==> config.mk <==
export PLATFORM = sky130hd
export DESIGN_NAME = pipe_controller_flat
export DESIGN_NICKNAME = d
export VERILOG_FILES = /design/src/rtl/pipe_controller_pkg.sv /design/src/rtl/pipe_controller_if.sv /design/src/rtl/pipe_controller_main_decoder.sv /design/src/rtl/pipe_controller.sv /design/src/flat_wrapper.sv
export SDC_FILE = /design/constraint.sdc
export NUM_CORES = 1
export LEC_CHECK = 0
export ABC_AREA = 1
export ABC_CLOCK_PERIOD_IN_PS = 4050
export CORE_ASPECT_RATIO = 0.6
export CORE_MARGIN = 3
export CORE_UTILIZATION = 31
export DETAILED_ROUTE_END_ITERATION = 16
export GPL_TIMING_DRIVEN = 0
export PLACE_DENSITY = 0.7
export SLEW_MARGIN = 25
export SYNTH_ARGS = -nofsm -noshare
export SYNTH_HDL_FRONTEND = slang
export SYNTH_SLANG_ARGS = --single-unit
==> constraint.sdc <==
create_clock -name clk -period 4.05 [get_ports clk]
set_input_delay 0.6075 -clock clk [delete_from_list [all_inputs] [get_ports clk]]
set_output_delay 0.6075 -clock clk [all_outputs]
set_load 0.03 [all_outputs]
==> src/rtl/pipe_controller_pkg.sv <==
// Shared widths, opcode/ALU encodings and the control payloads carried down the
// pipeline by pipe_controller.
package pipe_controller_pkg;

   localparam int unsigned OP_W    = 6;
   localparam int unsigned REG_W   = 5;
   localparam int unsigned ALUOP_W = 4;

   localparam logic [OP_W-1:0] OP_RTYPE = 6'b000000;
   localparam logic [OP_W-1:0] OP_J     = 6'b000010;
   localparam logic [OP_W-1:0] OP_BEQ   = 6'b000100;
   localparam logic [OP_W-1:0] OP_BNE   = 6'b000101;
   localparam logic [OP_W-1:0] OP_ADDI  = 6'b001000;
   localparam logic [OP_W-1:0] OP_ADDIU = 6'b001001;
   localparam logic [OP_W-1:0] OP_SLTI  = 6'b001010;
   localparam logic [OP_W-1:0] OP_SLTIU = 6'b001011;
   localparam logic [OP_W-1:0] OP_ANDI  = 6'b001100;
   localparam logic [OP_W-1:0] OP_ORI   = 6'b001101;
   localparam logic [OP_W-1:0] OP_XORI  = 6'b001110;
   localparam logic [OP_W-1:0] OP_LUI   = 6'b001111;
   localparam logic [OP_W-1:0] OP_LW    = 6'b100011;
   localparam logic [OP_W-1:0] OP_SW    = 6'b101011;

   localparam logic [ALUOP_W-1:0] ALU_ADD   = ALUOP_W'(0);
   localparam logic [ALUOP_W-1:0] ALU_SUB   = ALUOP_W'(1);
   localparam logic [ALUOP_W-1:0] ALU_FUNCT = ALUOP_W'(2);
   localparam logic [ALUOP_W-1:0] ALU_OR    = ALUOP_W'(3);
   localparam logic [ALUOP_W-1:0] ALU_SLT   = ALUOP_W'(4);
   localparam logic [ALUOP_W-1:0] ALU_SLTU  = ALUOP_W'(5);
   localparam logic [ALUOP_W-1:0] ALU_LUI   = ALUOP_W'(6);
   localparam logic [ALUOP_W-1:0] ALU_AND   = ALUOP_W'(7);
   localparam logic [ALUOP_W-1:0] ALU_XOR   = ALUOP_W'(8);

   // Full decoded bundle as produced in ID
   typedef struct packed {
      logic               regwrite;
      logic               regdst;
      logic               alusrc;
      logic               branch;
      logic               bne;
      logic               memwrite;
      logic               memtoreg;
      logic               jump;
      logic [ALUOP_W-1:0] aluop;
   } ctrl_t;

   // Per-stage payloads keep only what later stages still consume
   typedef struct packed {
      logic               regwrite;
      logic               regdst;
      logic               alusrc;
      logic               branch;
      logic               bne;
      logic               memwrite;
      logic               memtoreg;
      logic [ALUOP_W-1:0] aluop;
      logic [REG_W-1:0]   writereg;
   } ex_stage_t;

   typedef struct packed {
      logic             regwrite;
      logic             memwrite;
      logic             memtoreg;
      logic [REG_W-1:0] writereg;
   } mem_stage_t;

   typedef struct packed {
      logic             regwrite;
      logic             memtoreg;
      logic [REG_W-1:0] writereg;
   } wb_stage_t;

endpackage

==> src/rtl/pipe_controller_if.sv <==
// Datapath <-> controller signal bundle; the datapath is the master side.
interface pipe_controller_if;
   import pipe_controller_pkg::*;

   logic [OP_W-1:0]    op_d;
   logic [REG_W-1:0]   rs_d;
   logic [REG_W-1:0]   rt_d;
   logic [REG_W-1:0]   rd_d;
   logic               valid_d;
   logic               zero_e;

   logic               stall_f;
   logic               stall_d;
   logic               flush_d;
   logic               pcsrc_e;
   logic               jump_d;
   logic               alusrc_e;
   logic               regdst_e;
   logic [ALUOP_W-1:0] aluop_e;
   logic               memwrite_m;
   logic               memtoreg_m;
   logic               regwrite_m;
   logic               memtoreg_w;
   logic               regwrite_w;
   logic [REG_W-1:0]   writereg_e;
   logic [REG_W-1:0]   writereg_m;
   logic [REG_W-1:0]   writereg_w;
   logic               illegal_d;

   modport master (
      output op_d, rs_d, rt_d, rd_d, valid_d, zero_e,
      input  stall_f, stall_d, flush_d, pcsrc_e, jump_d,
      input  alusrc_e, regdst_e, aluop_e,
      input  memwrite_m, memtoreg_m, regwrite_m, memtoreg_w, regwrite_w,
      input  writereg_e, writereg_m, writereg_w, illegal_d
   );

   modport slave (
      input  op_d, rs_d, rt_d, rd_d, valid_d, zero_e,
      output stall_f, stall_d, flush_d, pcsrc_e, jump_d,
      output alusrc_e, regdst_e, aluop_e,
      output memwrite_m, memtoreg_m, regwrite_m, memtoreg_w, regwrite_w,
      output writereg_e, writereg_m, writereg_w, illegal_d
   );

endinterface

==> src/rtl/pipe_controller_main_decoder.sv <==
// Combinational ID-stage decode of the opcode into the control bundle, plus
// the illegal-opcode flag and whether the instruction reads rt.
module main_decoder
   import pipe_controller_pkg::*;
(
   input  logic [OP_W-1:0] op_i,
   output ctrl_t           ctrl_o,
   output logic            illegal_o,
   output logic            uses_rt_o
);

   always_comb begin
      ctrl_o    = '0;
      illegal_o = 1'b0;
      uses_rt_o = 1'b0;
      case (op_i)
         OP_RTYPE: begin
            ctrl_o.regwrite = 1'b1;
            ctrl_o.regdst   = 1'b1;
            ctrl_o.aluop    = ALU_FUNCT;
            uses_rt_o       = 1'b1;
         end
         OP_LW: begin
            ctrl_o.regwrite = 1'b1;
            ctrl_o.alusrc   = 1'b1;
            ctrl_o.memtoreg = 1'b1;
            ctrl_o.aluop    = ALU_ADD;
         end
         OP_SW: begin
            ctrl_o.alusrc   = 1'b1;
            ctrl_o.memwrite = 1'b1;
            ctrl_o.aluop    = ALU_ADD;
            uses_rt_o       = 1'b1;
         end
         OP_BEQ: begin
            ctrl_o.branch = 1'b1;
            ctrl_o.aluop  = ALU_SUB;
            uses_rt_o     = 1'b1;
         end
         OP_BNE: begin
            ctrl_o.branch = 1'b1;
            ctrl_o.bne    = 1'b1;
            ctrl_o.aluop  = ALU_SUB;
            uses_rt_o     = 1'b1;
         end
         OP_ADDI, OP_ADDIU: begin
            ctrl_o.regwrite = 1'b1;
            ctrl_o.alusrc   = 1'b1;
            ctrl_o.aluop    = ALU_ADD;
         end
         OP_ORI: begin
            ctrl_o.regwrite = 1'b1;
            ctrl_o.alusrc   = 1'b1;
            ctrl_o.aluop    = ALU_OR;
         end
         OP_SLTI: begin
            ctrl_o.regwrite = 1'b1;
            ctrl_o.alusrc   = 1'b1;
            ctrl_o.aluop    = ALU_SLT;
         end
         OP_SLTIU: begin
            ctrl_o.regwrite = 1'b1;
            ctrl_o.alusrc   = 1'b1;
            ctrl_o.aluop    = ALU_SLTU;
         end
         OP_LUI: begin
            ctrl_o.regwrite = 1'b1;
            ctrl_o.alusrc   = 1'b1;
            ctrl_o.aluop    = ALU_LUI;
         end
         OP_ANDI: begin
            ctrl_o.regwrite = 1'b1;
            ctrl_o.alusrc   = 1'b1;
            ctrl_o.aluop    = ALU_AND;
         end
         OP_XORI: begin
            ctrl_o.regwrite = 1'b1;
            ctrl_o.alusrc   = 1'b1;
            ctrl_o.aluop    = ALU_XOR;
         end
         OP_J: begin
            ctrl_o.jump = 1'b1;
         end
         default: begin
            illegal_o = 1'b1;
         end
      endcase
   end

endmodule

==> src/rtl/pipe_controller.sv <==
// 5-stage MIPS pipeline controller: ID decode, ID/EX -> EX/MEM -> MEM/WB control
// registers, load-use stall, EX branch resolution and ID jump.
module pipe_controller
   import pipe_controller_pkg::*;
(
   input  logic             clk,
   input  logic             reset,
   pipe_controller_if.slave bus
);

   ctrl_t            dec_ctrl;
   logic             dec_illegal;
   logic             dec_uses_rt;

   ex_stage_t        ex_q,  ex_d;
   mem_stage_t       mem_q, mem_d;
   wb_stage_t        wb_q,  wb_d;

   logic [REG_W-1:0] writereg_id;
   logic             lw_e;
   logic             load_use;
   logic             pcsrc;
   logic             stall;
   logic             jump;
   logic             issue;

   main_decoder u_main_decoder (
      .op_i      (bus.op_d),
      .ctrl_o    (dec_ctrl),
      .illegal_o (dec_illegal),
      .uses_rt_o (dec_uses_rt)
   );

   // Hazard and redirect resolution; a taken branch outranks the stall, which outranks the jump
   always_comb begin
      writereg_id = dec_ctrl.regdst ? bus.rd_d : bus.rt_d;
      lw_e        = ex_q.regwrite & ex_q.memtoreg;
      load_use    = lw_e & bus.valid_d & (ex_q.writereg != '0) &
                    ((ex_q.writereg == bus.rs_d) |
                     ((ex_q.writereg == bus.rt_d) & dec_uses_rt));
      pcsrc       = ex_q.branch & (bus.zero_e ^ ex_q.bne);
      stall       = load_use & ~pcsrc;
      jump        = dec_ctrl.jump & bus.valid_d & ~pcsrc & ~stall;
      issue       = bus.valid_d & ~stall & ~pcsrc & ~dec_illegal;
   end

   // Next-state for each pipeline register; anything not issued becomes a bubble
   always_comb begin
      ex_d = '0;
      if (issue) begin
         ex_d.regwrite = dec_ctrl.regwrite;
         ex_d.regdst   = dec_ctrl.regdst;
         ex_d.alusrc   = dec_ctrl.alusrc;
         ex_d.branch   = dec_ctrl.branch;
         ex_d.bne      = dec_ctrl.bne;
         ex_d.memwrite = dec_ctrl.memwrite;
         ex_d.memtoreg = dec_ctrl.memtoreg;
         ex_d.aluop    = dec_ctrl.aluop;
         ex_d.writereg = writereg_id;
      end

      mem_d          = '0;
      mem_d.regwrite = ex_q.regwrite;
      mem_d.memwrite = ex_q.memwrite;
      mem_d.memtoreg = ex_q.memtoreg;
      mem_d.writereg = ex_q.writereg;

      wb_d          = '0;
      wb_d.regwrite = mem_q.regwrite;
      wb_d.memtoreg = mem_q.memtoreg;
      wb_d.writereg = mem_q.writereg;
   end

   always_ff @(posedge clk) begin
      if (reset) begin
         ex_q  <= '0;
         mem_q <= '0;
         wb_q  <= '0;
      end else begin
         ex_q  <= ex_d;
         mem_q <= mem_d;
         wb_q  <= wb_d;
      end
   end

   assign bus.stall_f    = stall;
   assign bus.stall_d    = stall;
   assign bus.flush_d    = pcsrc | jump;
   assign bus.pcsrc_e    = pcsrc;
   assign bus.jump_d     = jump;
   assign bus.illegal_d  = dec_illegal;

   assign bus.alusrc_e   = ex_q.alusrc;
   assign bus.regdst_e   = ex_q.regdst;
   assign bus.aluop_e    = ex_q.aluop;
   assign bus.writereg_e = ex_q.writereg;

   assign bus.memwrite_m = mem_q.memwrite;
   assign bus.memtoreg_m = mem_q.memtoreg;
   assign bus.regwrite_m = mem_q.regwrite;
   assign bus.writereg_m = mem_q.writereg;

   assign bus.memtoreg_w = wb_q.memtoreg;
   assign bus.regwrite_w = wb_q.regwrite;
   assign bus.writereg_w = wb_q.writereg;

endmodule

==> src/flat_wrapper.sv <==
// flat-port wrapper written by rule: the top's interface ports become plain ports
module pipe_controller_flat import pipe_controller_pkg::*;
  (clk, reset, bus_op_d, bus_rs_d, bus_rt_d, bus_rd_d, bus_valid_d, bus_zero_e, bus_stall_f, bus_stall_d, bus_flush_d, bus_pcsrc_e, bus_jump_d, bus_alusrc_e, bus_regdst_e, bus_aluop_e, bus_memwrite_m, bus_memtoreg_m, bus_regwrite_m, bus_memtoreg_w, bus_regwrite_w, bus_writereg_e, bus_writereg_m, bus_writereg_w, bus_illegal_d);
  pipe_controller_if bus_i ();
  input  logic clk;
  input  logic reset;
  input wire logic [$bits(bus_i.op_d)-1:0] bus_op_d;
  input wire logic [$bits(bus_i.rs_d)-1:0] bus_rs_d;
  input wire logic [$bits(bus_i.rt_d)-1:0] bus_rt_d;
  input wire logic [$bits(bus_i.rd_d)-1:0] bus_rd_d;
  input wire logic [$bits(bus_i.valid_d)-1:0] bus_valid_d;
  input wire logic [$bits(bus_i.zero_e)-1:0] bus_zero_e;
  output wire logic [$bits(bus_i.stall_f)-1:0] bus_stall_f;
  output wire logic [$bits(bus_i.stall_d)-1:0] bus_stall_d;
  output wire logic [$bits(bus_i.flush_d)-1:0] bus_flush_d;
  output wire logic [$bits(bus_i.pcsrc_e)-1:0] bus_pcsrc_e;
  output wire logic [$bits(bus_i.jump_d)-1:0] bus_jump_d;
  output wire logic [$bits(bus_i.alusrc_e)-1:0] bus_alusrc_e;
  output wire logic [$bits(bus_i.regdst_e)-1:0] bus_regdst_e;
  output wire logic [$bits(bus_i.aluop_e)-1:0] bus_aluop_e;
  output wire logic [$bits(bus_i.memwrite_m)-1:0] bus_memwrite_m;
  output wire logic [$bits(bus_i.memtoreg_m)-1:0] bus_memtoreg_m;
  output wire logic [$bits(bus_i.regwrite_m)-1:0] bus_regwrite_m;
  output wire logic [$bits(bus_i.memtoreg_w)-1:0] bus_memtoreg_w;
  output wire logic [$bits(bus_i.regwrite_w)-1:0] bus_regwrite_w;
  output wire logic [$bits(bus_i.writereg_e)-1:0] bus_writereg_e;
  output wire logic [$bits(bus_i.writereg_m)-1:0] bus_writereg_m;
  output wire logic [$bits(bus_i.writereg_w)-1:0] bus_writereg_w;
  output wire logic [$bits(bus_i.illegal_d)-1:0] bus_illegal_d;
  assign bus_i.op_d = bus_op_d;
  assign bus_i.rs_d = bus_rs_d;
  assign bus_i.rt_d = bus_rt_d;
  assign bus_i.rd_d = bus_rd_d;
  assign bus_i.valid_d = bus_valid_d;
  assign bus_i.zero_e = bus_zero_e;
  assign bus_stall_f = bus_i.stall_f;
  assign bus_stall_d = bus_i.stall_d;
  assign bus_flush_d = bus_i.flush_d;
  assign bus_pcsrc_e = bus_i.pcsrc_e;
  assign bus_jump_d = bus_i.jump_d;
  assign bus_alusrc_e = bus_i.alusrc_e;
  assign bus_regdst_e = bus_i.regdst_e;
  assign bus_aluop_e = bus_i.aluop_e;
  assign bus_memwrite_m = bus_i.memwrite_m;
  assign bus_memtoreg_m = bus_i.memtoreg_m;
  assign bus_regwrite_m = bus_i.regwrite_m;
  assign bus_memtoreg_w = bus_i.memtoreg_w;
  assign bus_regwrite_w = bus_i.regwrite_w;
  assign bus_writereg_e = bus_i.writereg_e;
  assign bus_writereg_m = bus_i.writereg_m;
  assign bus_writereg_w = bus_i.writereg_w;
  assign bus_illegal_d = bus_i.illegal_d;
  pipe_controller u_core (.clk(clk), .reset(reset), .bus(bus_i));
endmodule
==> flow_metrics.env, run 1 <==
export IMPL_hold_viol=0
export IMPL_required_ns=3.44
export IMPL_dr_first_iter_drc_count=23
export IMPL_timing_worst_setup_path_type="input port to output pin"
export IMPL_floorplan_die_width_um=96.7
export IMPL_grt_pass1_vias=1224
export IMPL_cts_resized=0
export IMPL_clock_sinks=31
export IMPL_outcome="completed"
export IMPL_reg2reg_slack_ns=2.54
export IMPL_critical_path_slowest_cell="clkdlybuf4s50_1"
export IMPL_cts_root_buf="clkbuf_8"
export IMPL_crit_path_start_kind="input port"
export IMPL_finClkSkew_ns=0.00717
export IMPL_holdPathStages=2
export IMPL_gp_routability_congestion=0.836
export IMPL_netlist_instances=196
export IMPL_netlist_area_mm2=0.00153
export IMPL_internal_power_mw=0.482
export IMPL_swShare=0.244
export IMPL_capturing_element_type_of_the_critical_path="output pin"
export IMPL_fin_util=0.482
export IMPL_pwr_share_clk=0.380
export IMPL_grt_overflow_total=0
export IMPL_timing_final_max_slew_violations=0
export IMPL_worstHoldEndpoint="u_core.bus.writereg_w[0]$_SDFF_PP0_"
export IMPL_fp_coreArea_mm2=0.00466
export IMPL_hold_path_class="flop to flop"
export IMPL_arrival_ns=2.79
export IMPL_drt_vias_per_instance=4.12
export IMPL_cts_hold_buffers=0
export IMPL_io_buffers=55
export IMPL_final_critical_path_setup_slack_ns=0.657
export IMPL_largest_net_degree_at_the_start_of_global_routing=11
export IMPL_clock_insertion_delay_worst_skew_ns=0.28
export IMPL_fraction_of_final_layout_cells_sized_beyond_drive_strength_1=0.182
export IMPL_hold_ws_ns=0.413
export IMPL_totalNegativeSetupSlack_ns=0
export IMPL_post_synth_num_cell_types=28
export IMPL_mostFrequentLayoutCells="55 x clkdlybuf4s50_1, 33 x nand2_1, 33 x inv_1"
export IMPL_rows=19
export IMPL_critical_path_top_delay_family="buffers and inverters"
export IMPL_p_per_cell_area_mw_per_mm2=284
export IMPL_tightestPinTransition_ns=0.432
export IMPL_max_rail_drop_vdd_mv=0.162
export IMPL_final_antenna_net_count=0
export IMPL_postSynthRegisterBits=31
export IMPL_path_cells="clkdlybuf4s50_1 > nor2_1 > nand3_2 > nand3_1 > nand2_1 > nand2_2 > nand2_4 > inv_1 > buf_4 > clkdlybuf4s50_1"
export IMPL_ios=57
export IMPL_number_of_setup_buffers_added_after_cts=0
export IMPL_grt_first_pass_wirelength_mm=5.51
export IMPL_routed_wl_mm=3.33
export IMPL_floorplan_die_height_um=60.4
export IMPL_dp_worst_setup_slack_ns=0.671
export IMPL_via_count=1321
export IMPL_drcViolationCount=0
export IMPL_critPathMostFrequentCell="clkdlybuf4s50_1"
export IMPL_h_tree_levels=2
export IMPL_seq_power_share=0.485
export IMPL_drt_pass1_iter_count=4
export IMPL_grtUsageTotal=0.118
export IMPL_initial_utilization=0.328
export IMPL_detailedPlacementHpwl_mm=2.74
export IMPL_synth_top_area_share=0.406
export IMPL_antenna_violations_before_repair=0
export IMPL_most_common_cell_after_layout_fill_and_taps_aside="clkdlybuf4s50_1"
export IMPL_max_cap_viol_count=0
export IMPL_synthTopCellsByArea="dfxtp_1 41%, nor2_4 8.8%, inv_1 8.1%, nand2_1 8.1%, nor2_1 7.1%"
export IMPL_power_frac_comb=0.135
export IMPL_tritoncts_num_buffers=5
export IMPL_synth_nets=221
export IMPL_worst_path_largest_cell_delay_ns=0.65
export IMPL_avgSynthCellArea_um2=7.80
export IMPL_seq_area_frac_synth=0.406
export IMPL_layout_worst_path_cycle_share=0.838
export IMPL_power_switching_mw=0.155
export IMPL_insertedDiodeCount=0
export IMPL_origin_of_the_worst_min_delay_path="u_core.bus.writereg_m[0]$_SDFF_PP0_"
export IMPL_flow_area_growth_from_synthesis_pct=46.9
export IMPL_cp_buffers_inverters=4
export IMPL_leakagePower_nw=0.978
export IMPL_fin_crit_ns=3.39
export IMPL_design_die_area_mm2=0.00584
export IMPL_setup_violations_final=0
export IMPL_timing_slew_headroom=0.712
export IMPL_finish_net_count=283
export IMPL_crit_path_max_fanout=7
export IMPL_rsz0062_at_grt="false"
export IMPL_synth_largest_area_cell="dfxtp_1"
export IMPL_clk_path_buf_depth=2
export IMPL_clkSlewWorstSetupHoldPaths_ns=0.06
export IMPL_achievable_frequency_ghz=0.295
export IMPL_reg2reg_to="u_core.bus.writereg_e[2]$_SDFF_PP0_"
export IMPL_length_in_cells_of_the_worst_reg_to_reg_path=8
export IMPL_wl_per_cell_um=10.4
export IMPL_cts_tree="built"
export IMPL_worst_r2r_startpoint="u_core.bus.writereg_e[1]$_SDFF_PP0_"
export IMPL_ys_warnings_count=0
[routing by layer]
layer / up-vias / GRT usage / wire [um]
met5: - / 0 / 0
met4: 0 / 0.0240 / 21
met3: 2 / 0.0436 / 182
met2: 42 / 0.189 / 1380
met1: 583 / 0.157 / 1740
li1: 694 / - / -
[state kept, by name (all words and copies together), names as in the netlist, 4 cells and up]
register / count
u_core.bus.writereg_e: 5
u_core.bus.aluop_e: 4
u_core.ex_q: 5
u_core.bus.writereg_m: 5
u_core.bus.writereg_w: 5
[logic make-up after synthesis]
kind of cell,after synthesis,synth area share
and+or+nand+nor,100,0.368
buffers and inverters,50,0.159
DFF,31,0.406
AOI/OAI and AO/OA,8,0.0270
xor gates and xnor gates,7,0.0401
[worst register-to-register path, stage by stage (launching register included)]
cell	delay, ns
dfxtp_1	0.36
or2_2	0.30
a21oi_1	0.14
nand3_1	0.10
nand2_2	0.10
nand2_4	0.07
nand3_4	0.11
buf_12	0.19
nor2_4	0.04
[worst max path at each step]
stage	startpoint	end	slack (ns)	cells past startpoint
6_report	bus_op_d[2]	bus_stall_f	0.66	10
3_5_place_dp	bus_op_d[3]	bus_stall_f	0.67	10
5_1_grt	bus_op_d[2]	bus_stall_f	0.57	11
3_3_place_gp	bus_op_d[2]	bus_stall_f	0.69	11
2_1_floorplan	bus_rs_d[1]	bus_stall_f	1.79	7
4_1_cts	bus_op_d[3]	bus_stall_f	0.66	10
[power groups by stage]
stage	registers (mW)	logic [mW]	clock network, mW
after floorplan	0.317	0.0443	0
after global placement	0.316	0.0859	0
after detailed placement	0.316	0.0866	0
after CTS	0.309	0.0870	0.249
after global routing	0.309	0.0938	0.261
final	0.309	0.0861	0.242
[cells in the mapped netlist (all sizes together)]
cell type / n
or2: 1
o21ai: 4
dfxtp: 31
nand3b: 1
nand2: 36
xor2: 3
a31oi: 1
buf: 11
clkinv: 1
nand4: 1
nor3: 2
clkbuf: 2
nor2: 45
xnor2: 4
nand3: 14
inv: 36
a21oi: 3
[stage by stage]
stage / area, um2 / instances / power [mW]
global placement: 2160 / 314 / 0.402
floorplan: 1530 / 196 / 0.362
global route: 2250 / 321 / 0.664
finish: 2250 / 321 / 0.637
CTS: 2250 / 321 / 0.645
detailed placement: 2160 / 314 / 0.403
[final cells by class]
type / count / area (um2)
Sequential cell: 31 / 621
Tap cell: 63 / 78.8
Timing Repair Buffer: 55 / 551
Inverter: 37 / 139
Multi-Input combinational cell: 115 / 666
Fill cell: 462 / 2410
Clock buffer: 6 / 82.6
Buffer: 13 / 104
Clock inverter: 1 / 5.00
No activity file was read; power rests on OpenSTA's default activity.
==> run 2: changes to the inputs <==
ABC_CLOCK_PERIOD_IN_PS = 3100   (was 4050)
PLACE_DENSITY = 0.72   (was 0.7)
clock period = 3.1 ns   (was 4.05 ns; I/O delays follow)
==> run 2 against run 1 <==
Against the previous run:
- non-clock buffer count unchanged
- sequential power up 31%
- clock power up 29%
- highest routed layer unchanged
==> flow_metrics.env, run 2 (synthesis gave the netlist of run 1 again) <==
export IMPL_outcome="completed"
export IMPL_design_die_area_mm2=0.00584
export IMPL_holdPathStages=2
export IMPL_final_antenna_net_count=0
export IMPL_postLayoutCellArea_mm2=0.00226
export IMPL_floorplan_die_width_um=96.7
export IMPL_clock_sinks=31
export IMPL_fraction_of_final_layout_cells_sized_beyond_drive_strength_1=0.182
export IMPL_detailedPlacementHpwl_mm=2.67
export IMPL_grt_overflow_total=0
export IMPL_groute_layer_met3_usage=0.0494
export IMPL_tritoncts_num_buffers=5
export IMPL_h_tree_levels=2
export IMPL_antenna_violations_before_repair=0
export IMPL_max_cap_viol_count=0
export IMPL_global_routing_met2_resource_utilization=0.180
export IMPL_number_of_setup_buffers_added_after_cts=0
export IMPL_finalPower_mw=0.828
export IMPL_power_frac_comb=0.135
export IMPL_power_switching_mw=0.199
export IMPL_swShare=0.240
export IMPL_final_cells=321
export IMPL_gp_routability_congestion=0.860
export IMPL_capturing_element_type_of_the_critical_path="output pin"
export IMPL_largest_net_degree_at_the_start_of_global_routing=11
export IMPL_drt_vias_per_instance=4.03
export IMPL_grt_pass1_vias=1179
export IMPL_leakagePower_nw=1.05
export IMPL_worstHoldEndpoint="u_core.bus.memwrite_m$_SDFF_PP0_"
export IMPL_placement_cell_area_mm2=0.00216
export IMPL_layout_worst_path_cycle_share=0.888
export IMPL_arrival_ns=2.29
export IMPL_mostFrequentLayoutCells="51 x clkdlybuf4s50_1, 33 x nand2_1, 33 x inv_1"
export IMPL_required_ns=2.63
export IMPL_via_count=1294
export IMPL_origin_of_the_worst_min_delay_path="u_core.ex_q[10]$_SDFF_PP0_"
export IMPL_finClkSkew_ns=0.00449
export IMPL_fin_crit_ns=2.75
export IMPL_globalRoute_busiestLayer="met2"
export IMPL_dp_cells=314
export IMPL_reg2reg_slack_ns=1.58
export IMPL_io_buffers=55
export IMPL_area_taken_by_multi_input_logic_gates_um2=666
export IMPL_grtUsageTotal=0.116
export IMPL_routed_wl_mm=3.20
export IMPL_clk_path_buf_depth=2
export IMPL_timing_final_max_slew_violations=0
export IMPL_insertedDiodeCount=0
export IMPL_pwr_share_clk=0.377
export IMPL_drt_pass1_iter_count=4
export IMPL_clock_insertion_delay_worst_skew_ns=0.28
export IMPL_floorplan_die_height_um=60.4
export IMPL_achievable_frequency_ghz=0.363
export IMPL_crit_path_max_fanout=7
export IMPL_filler_cell_count=475
export IMPL_grt_first_pass_wirelength_mm=5.26
export IMPL_rows=19
export IMPL_dp_worst_setup_slack_ns=0.0240
export IMPL_drcViolationCount=0
export IMPL_crit_path_start_kind="input port"
export IMPL_hold_path_class="flop to flop"
export IMPL_wl_per_cell_um=9.96
export IMPL_seq_power_share=0.488
export IMPL_clkSlewWorstSetupHoldPaths_ns=0.06
export IMPL_hold_viol=0
export IMPL_finish_net_count=283
export IMPL_cts_tree="built"
export IMPL_grt_met1_usage=0.147
export IMPL_p_per_cell_area_mw_per_mm2=367
export IMPL_ios=57
export IMPL_length_in_cells_of_the_worst_reg_to_reg_path=8
export IMPL_reg2reg_to="u_core.bus.aluop_e[2]$_SDFF_PP0_"
export IMPL_totalNegativeSetupSlack_ns=0
export IMPL_most_common_cell_after_layout_fill_and_taps_aside="clkdlybuf4s50_1"
export IMPL_timing_worst_setup_path_type="input port to output pin"
export IMPL_fp_coreArea_mm2=0.00466
export IMPL_cts_root_buf="clkbuf_8"
export IMPL_final_critical_path_setup_slack_ns=0.346
export IMPL_regArea_um2=621
export IMPL_flow_area_growth_from_synthesis_pct=47.5
export IMPL_internal_power_mw=0.629
export IMPL_dr_first_iter_drc_count=14
export IMPL_tightestPinTransition_ns=0.439
export IMPL_timing_slew_headroom=0.707
export IMPL_initial_utilization=0.328
export IMPL_rsz0062_at_grt="false"
export IMPL_worst_r2r_startpoint="u_core.bus.writereg_e[1]$_SDFF_PP0_"
export IMPL_max_rail_drop_vdd_mv=0.146
export IMPL_setup_violations_final=0
==> run 2: worst max-delay path, stage by stage <==
cell             delay, ns
clkdlybuf4s50_1       0.58
nor2_1                0.10
nand3_2               0.18
nand3_2               0.12
nor2_4                0.16
clkdlybuf4s50_1       0.70
==> run 2: cell type report <==
| class | instances | area share |
|---|---|---|
| buffer | 13 | 0.0460 |
| clock buffer | 6 | 0.0366 |
| clock inverter | 1 | 0.00222 |
| inverter | 37 | 0.0616 |
| multi-input combinational | 115 | 0.295 |
| sequential | 31 | 0.275 |
| tap | 63 | 0.0349 |
| timing repair buffer | 55 | 0.248 |
==> run 2: timing repair <==
action | in CTS | in global routing
hold buffers | 0 | 0
resized for setup | 0 | 4
setup endpoints to repair | 0 | 4
==> run 2: routing by layer <==
| layer | routed length [um] | up-vias |
|---|---|---|
| met2 | 1360 | 45 |
| met5 | 0 | - |
| met4 | 42 | 0 |
| met1 | 1530 | 550 |
| li1 | - | 693 |
| met3 | 264 | 6 |
==> run 2: how the worst max path moves through the flow <==
| stage | to | depth (start not counted) | slack (ns) | start |
|---|---|---|---|---|
| detailed placement | bus_stall_f | 10 | 0.02 | bus_op_d[5] |
| global placement | bus_stall_f | 10 | 0.05 | bus_op_d[5] |
| floorplan | bus_stall_f | 7 | 1.13 | bus_rs_d[1] |
| CTS | bus_stall_f | 10 | 0.02 | bus_op_d[5] |
| global route | bus_stall_f | 11 | 0.26 | bus_op_d[2] |
| finish | bus_illegal_d | 6 | 0.35 | bus_op_d[2] |
==> run 2: power groups by stage <==
| stage | sequential (mW) | combinational, mW | clock [mW] |
|---|---|---|---|
| 2_1_floorplan | 0.415 | 0.0579 | 0 |
| 3_3_place_gp | 0.413 | 0.111 | 0 |
| 3_5_place_dp | 0.413 | 0.112 | 0 |
| 4_1_cts | 0.404 | 0.113 | 0.324 |
| 5_1_grt | 0.404 | 0.122 | 0.343 |
| 6_report | 0.404 | 0.112 | 0.312 |
==> run 2: metrics by stage <==
stage / hold WS, ns / utilization
after global routing: 0.435 / 0.484
after global placement: 0.395 / 0.463
after detailed placement: 0.400 / 0.463
after CTS: 0.403 / 0.482
final: 0.400 / 0.484
after floorplan: 0.388 / -
==> run 3: changes to the inputs <==
REMOVE_ABC_BUFFERS = 1   (was default)
SETUP_SLACK_MARGIN = 0.02   (was default)
==> run 3 against run 2 <==
Against the previous run:
- cell count is 3.4% lower
- final area shrank 4.4%
- non-clock buffer count fell by 12
- die area unchanged
- combinational power down 4%
- register-to-register slack worse by 0.09 ns
- critical path type unchanged
==> flow_metrics.env, run 3 (synthesis gave the netlist of run 1 again) <==
export IMPL_setup_violations_final=0
export IMPL_fin_util=0.463
export IMPL_via_count=1271
export IMPL_design_die_area_mm2=0.00584
export IMPL_swShare=0.239
export IMPL_clock_sinks=31
export IMPL_seq_power_share=0.504
export IMPL_dr_first_iter_drc_count=70
export IMPL_max_rail_drop_vdd_mv=0.144
export IMPL_finClkSkew_ns=0.00250
export IMPL_floorplan_die_width_um=96.7
export IMPL_totalNegativeSetupSlack_ns=0
export IMPL_p_per_cell_area_mw_per_mm2=372
export IMPL_grt_pass1_vias=1187
export IMPL_cts_tree="built"
export IMPL_critical_path_top_delay_family="buffers and inverters"
export IMPL_insertedDiodeCount=0
export IMPL_hold_path_class="flop to flop"
export IMPL_drt_pass1_iter_count=4
export IMPL_required_ns=2.63
export IMPL_clkSlewWorstSetupHoldPaths_ns=0.06
export IMPL_largest_net_degree_at_the_start_of_global_routing=17
export IMPL_worst_r2r_startpoint="u_core.bus.writereg_e[1]$_SDFF_PP0_"
export IMPL_final_antenna_net_count=0
export IMPL_io_buffers=56
export IMPL_path_cells="clkdlybuf4s50_1 > nor2_8 > nand3_2 > nand3_2 > nor2_4 > clkdlybuf4s50_1"
export IMPL_length_in_cells_of_the_worst_reg_to_reg_path=7
export IMPL_timing_worst_setup_path_type="input port to output pin"
export IMPL_fp_coreArea_mm2=0.00466
export IMPL_fin_crit_ns=2.74
export IMPL_cp_buffers_inverters=2
export IMPL_power_switching_mw=0.192
export IMPL_tritoncts_num_buffers=5
export IMPL_crit_path_start_kind="input port"
export IMPL_routed_wl_mm=3.30
export IMPL_antenna_violations_before_repair=0
export IMPL_drt_vias_per_instance=4.10
export IMPL_max_cap_viol_count=0
export IMPL_internal_power_mw=0.610
export IMPL_most_common_cell_after_layout_fill_and_taps_aside="clkdlybuf4s50_1"
export IMPL_finish_net_count=271
export IMPL_fraction_of_final_layout_cells_sized_beyond_drive_strength_1=0.138
export IMPL_clk_path_buf_depth=2
export IMPL_rows=19
export IMPL_floorplan_die_height_um=60.4
export IMPL_critPathCapture="bus_illegal_d"
export IMPL_cts_resized=0
export IMPL_outcome="completed"
export IMPL_initial_utilization=0.328
export IMPL_critical_path_slowest_cell="clkdlybuf4s50_1"
export IMPL_reg2reg_slack_ns=1.49
export IMPL_grt_overflow_total=0
export IMPL_hold_viol=0
export IMPL_ios=57
export IMPL_tightestPinTransition_ns=0.646
export IMPL_clock_insertion_delay_worst_skew_ns=0.27
export IMPL_wl_per_cell_um=10.6
export IMPL_reg2reg_to="u_core.ex_q[12]$_SDFF_PP0_"
export IMPL_cp_depth=6
export IMPL_layout_worst_path_cycle_share=0.884
export IMPL_worst_path_largest_cell_delay_ns=0.68
export IMPL_drcViolationCount=0
export IMPL_h_tree_levels=2
export IMPL_mostFrequentLayoutCells="52 x clkdlybuf4s50_1, 33 x nand2_1, 33 x inv_1"
export IMPL_gp_routability_congestion=0.880
export IMPL_grt_first_pass_wirelength_mm=5.33
export IMPL_rsz0062_at_grt="false"
export IMPL_leakagePower_nw=0.982
export IMPL_cts_hold_buffers=0
export IMPL_setup_worst_path_start="bus_op_d[5]"
export IMPL_crit_path_max_fanout=9
export IMPL_detailedPlacementHpwl_mm=2.67
export IMPL_timing_slew_headroom=0.568
export IMPL_grtUsageTotal=0.116
export IMPL_arrival_ns=2.28
export IMPL_capturing_element_type_of_the_critical_path="output pin"
export IMPL_number_of_setup_buffers_added_after_cts=0
export IMPL_cts_root_buf="clkbuf_8"
export IMPL_pwr_share_clk=0.361
export IMPL_timing_final_max_slew_violations=0
export IMPL_power_frac_comb=0.135
export IMPL_achievable_frequency_ghz=0.365
export IMPL_flow_area_growth_from_synthesis_pct=41.0
export IMPL_filler_cell_count=484
run 3: cell types whose count changed in the layout (fill, tap and decap cells not counted):
cell and delta:
clkbuf_8 -1, clkbuf_2 -1, buf_12 -1, clkdlybuf4s50_1 +1, clkbuf_1 +1, buf_4 -10
run 3: power groups by stage:
stage	logic, mW	registers, mW	clock network (mW)
floorplan	0.0480	0.418	0
global placement	0.107	0.413	0
detailed placement	0.109	0.413	0
CTS	0.109	0.404	0.303
global route	0.118	0.404	0.321
finish	0.108	0.404	0.289
run 3: worst min-delay path, delay by kind of cell (launching register included):
family / cells / cell delay (ns)
AND/OR/NAND/NOR: 1 / 0.03
buffers and inverters: 1 / 0.04
flip-flops: 1 / 0.29
run 3: routing by layer:
| layer | vias up | track usage | wire length, um |
|---|---|---|---|
| met1 | 552 | 0.148 | 1590 |
| met4 | 0 | 0.0480 | 39 |
| met2 | 40 | 0.185 | 1460 |
| met3 | 4 | 0.0390 | 217 |
| li1 | 675 | - | - |
| met5 | - | 0 | 0 |
run 3: worst min-delay path by stage:
stage                                             to  cells after the start                        from  slack [ns]
floorplan           u_core.bus.memwrite_m$_SDFF_PP0_                      2  u_core.ex_q[10]$_SDFF_PP0_        0.39
global placement    u_core.bus.memwrite_m$_SDFF_PP0_                      2  u_core.ex_q[10]$_SDFF_PP0_        0.40
detailed placement  u_core.bus.memwrite_m$_SDFF_PP0_                      2  u_core.ex_q[10]$_SDFF_PP0_        0.40
CTS                 u_core.bus.memwrite_m$_SDFF_PP0_                      2  u_core.ex_q[10]$_SDFF_PP0_        0.41
global route        u_core.bus.memwrite_m$_SDFF_PP0_                      2  u_core.ex_q[10]$_SDFF_PP0_        0.44
finish              u_core.bus.memwrite_m$_SDFF_PP0_                      2  u_core.ex_q[10]$_SDFF_PP0_        0.40
run 3: stage by stage:
stage          hold slack [ns]  worst slack [ns]  instance area (um2)  instances  total power [mW]
2_1_floorplan            0.388              1.16                 1430        183             0.466
3_3_place_gp             0.396             0.126                 2060        302             0.520
5_1_grt                  0.437             0.269                 2160        310             0.844
6_report                 0.403             0.359                 2160        310             0.801
3_5_place_dp             0.397            0.0913                 2060        302             0.521
4_1_cts                  0.406            0.0881                 2150        310             0.817
run 3: layout make-up:
class	count	area (um2)	share of cell area
multi-input combinational	115	666	0.309
sequential	31	621	0.288
timing repair buffer	56	571	0.265
inverter	37	139	0.0644
tap	63	78.8	0.0366
clock buffer	7	76.3	0.0354
clock inverter	1	5.00	0.00232
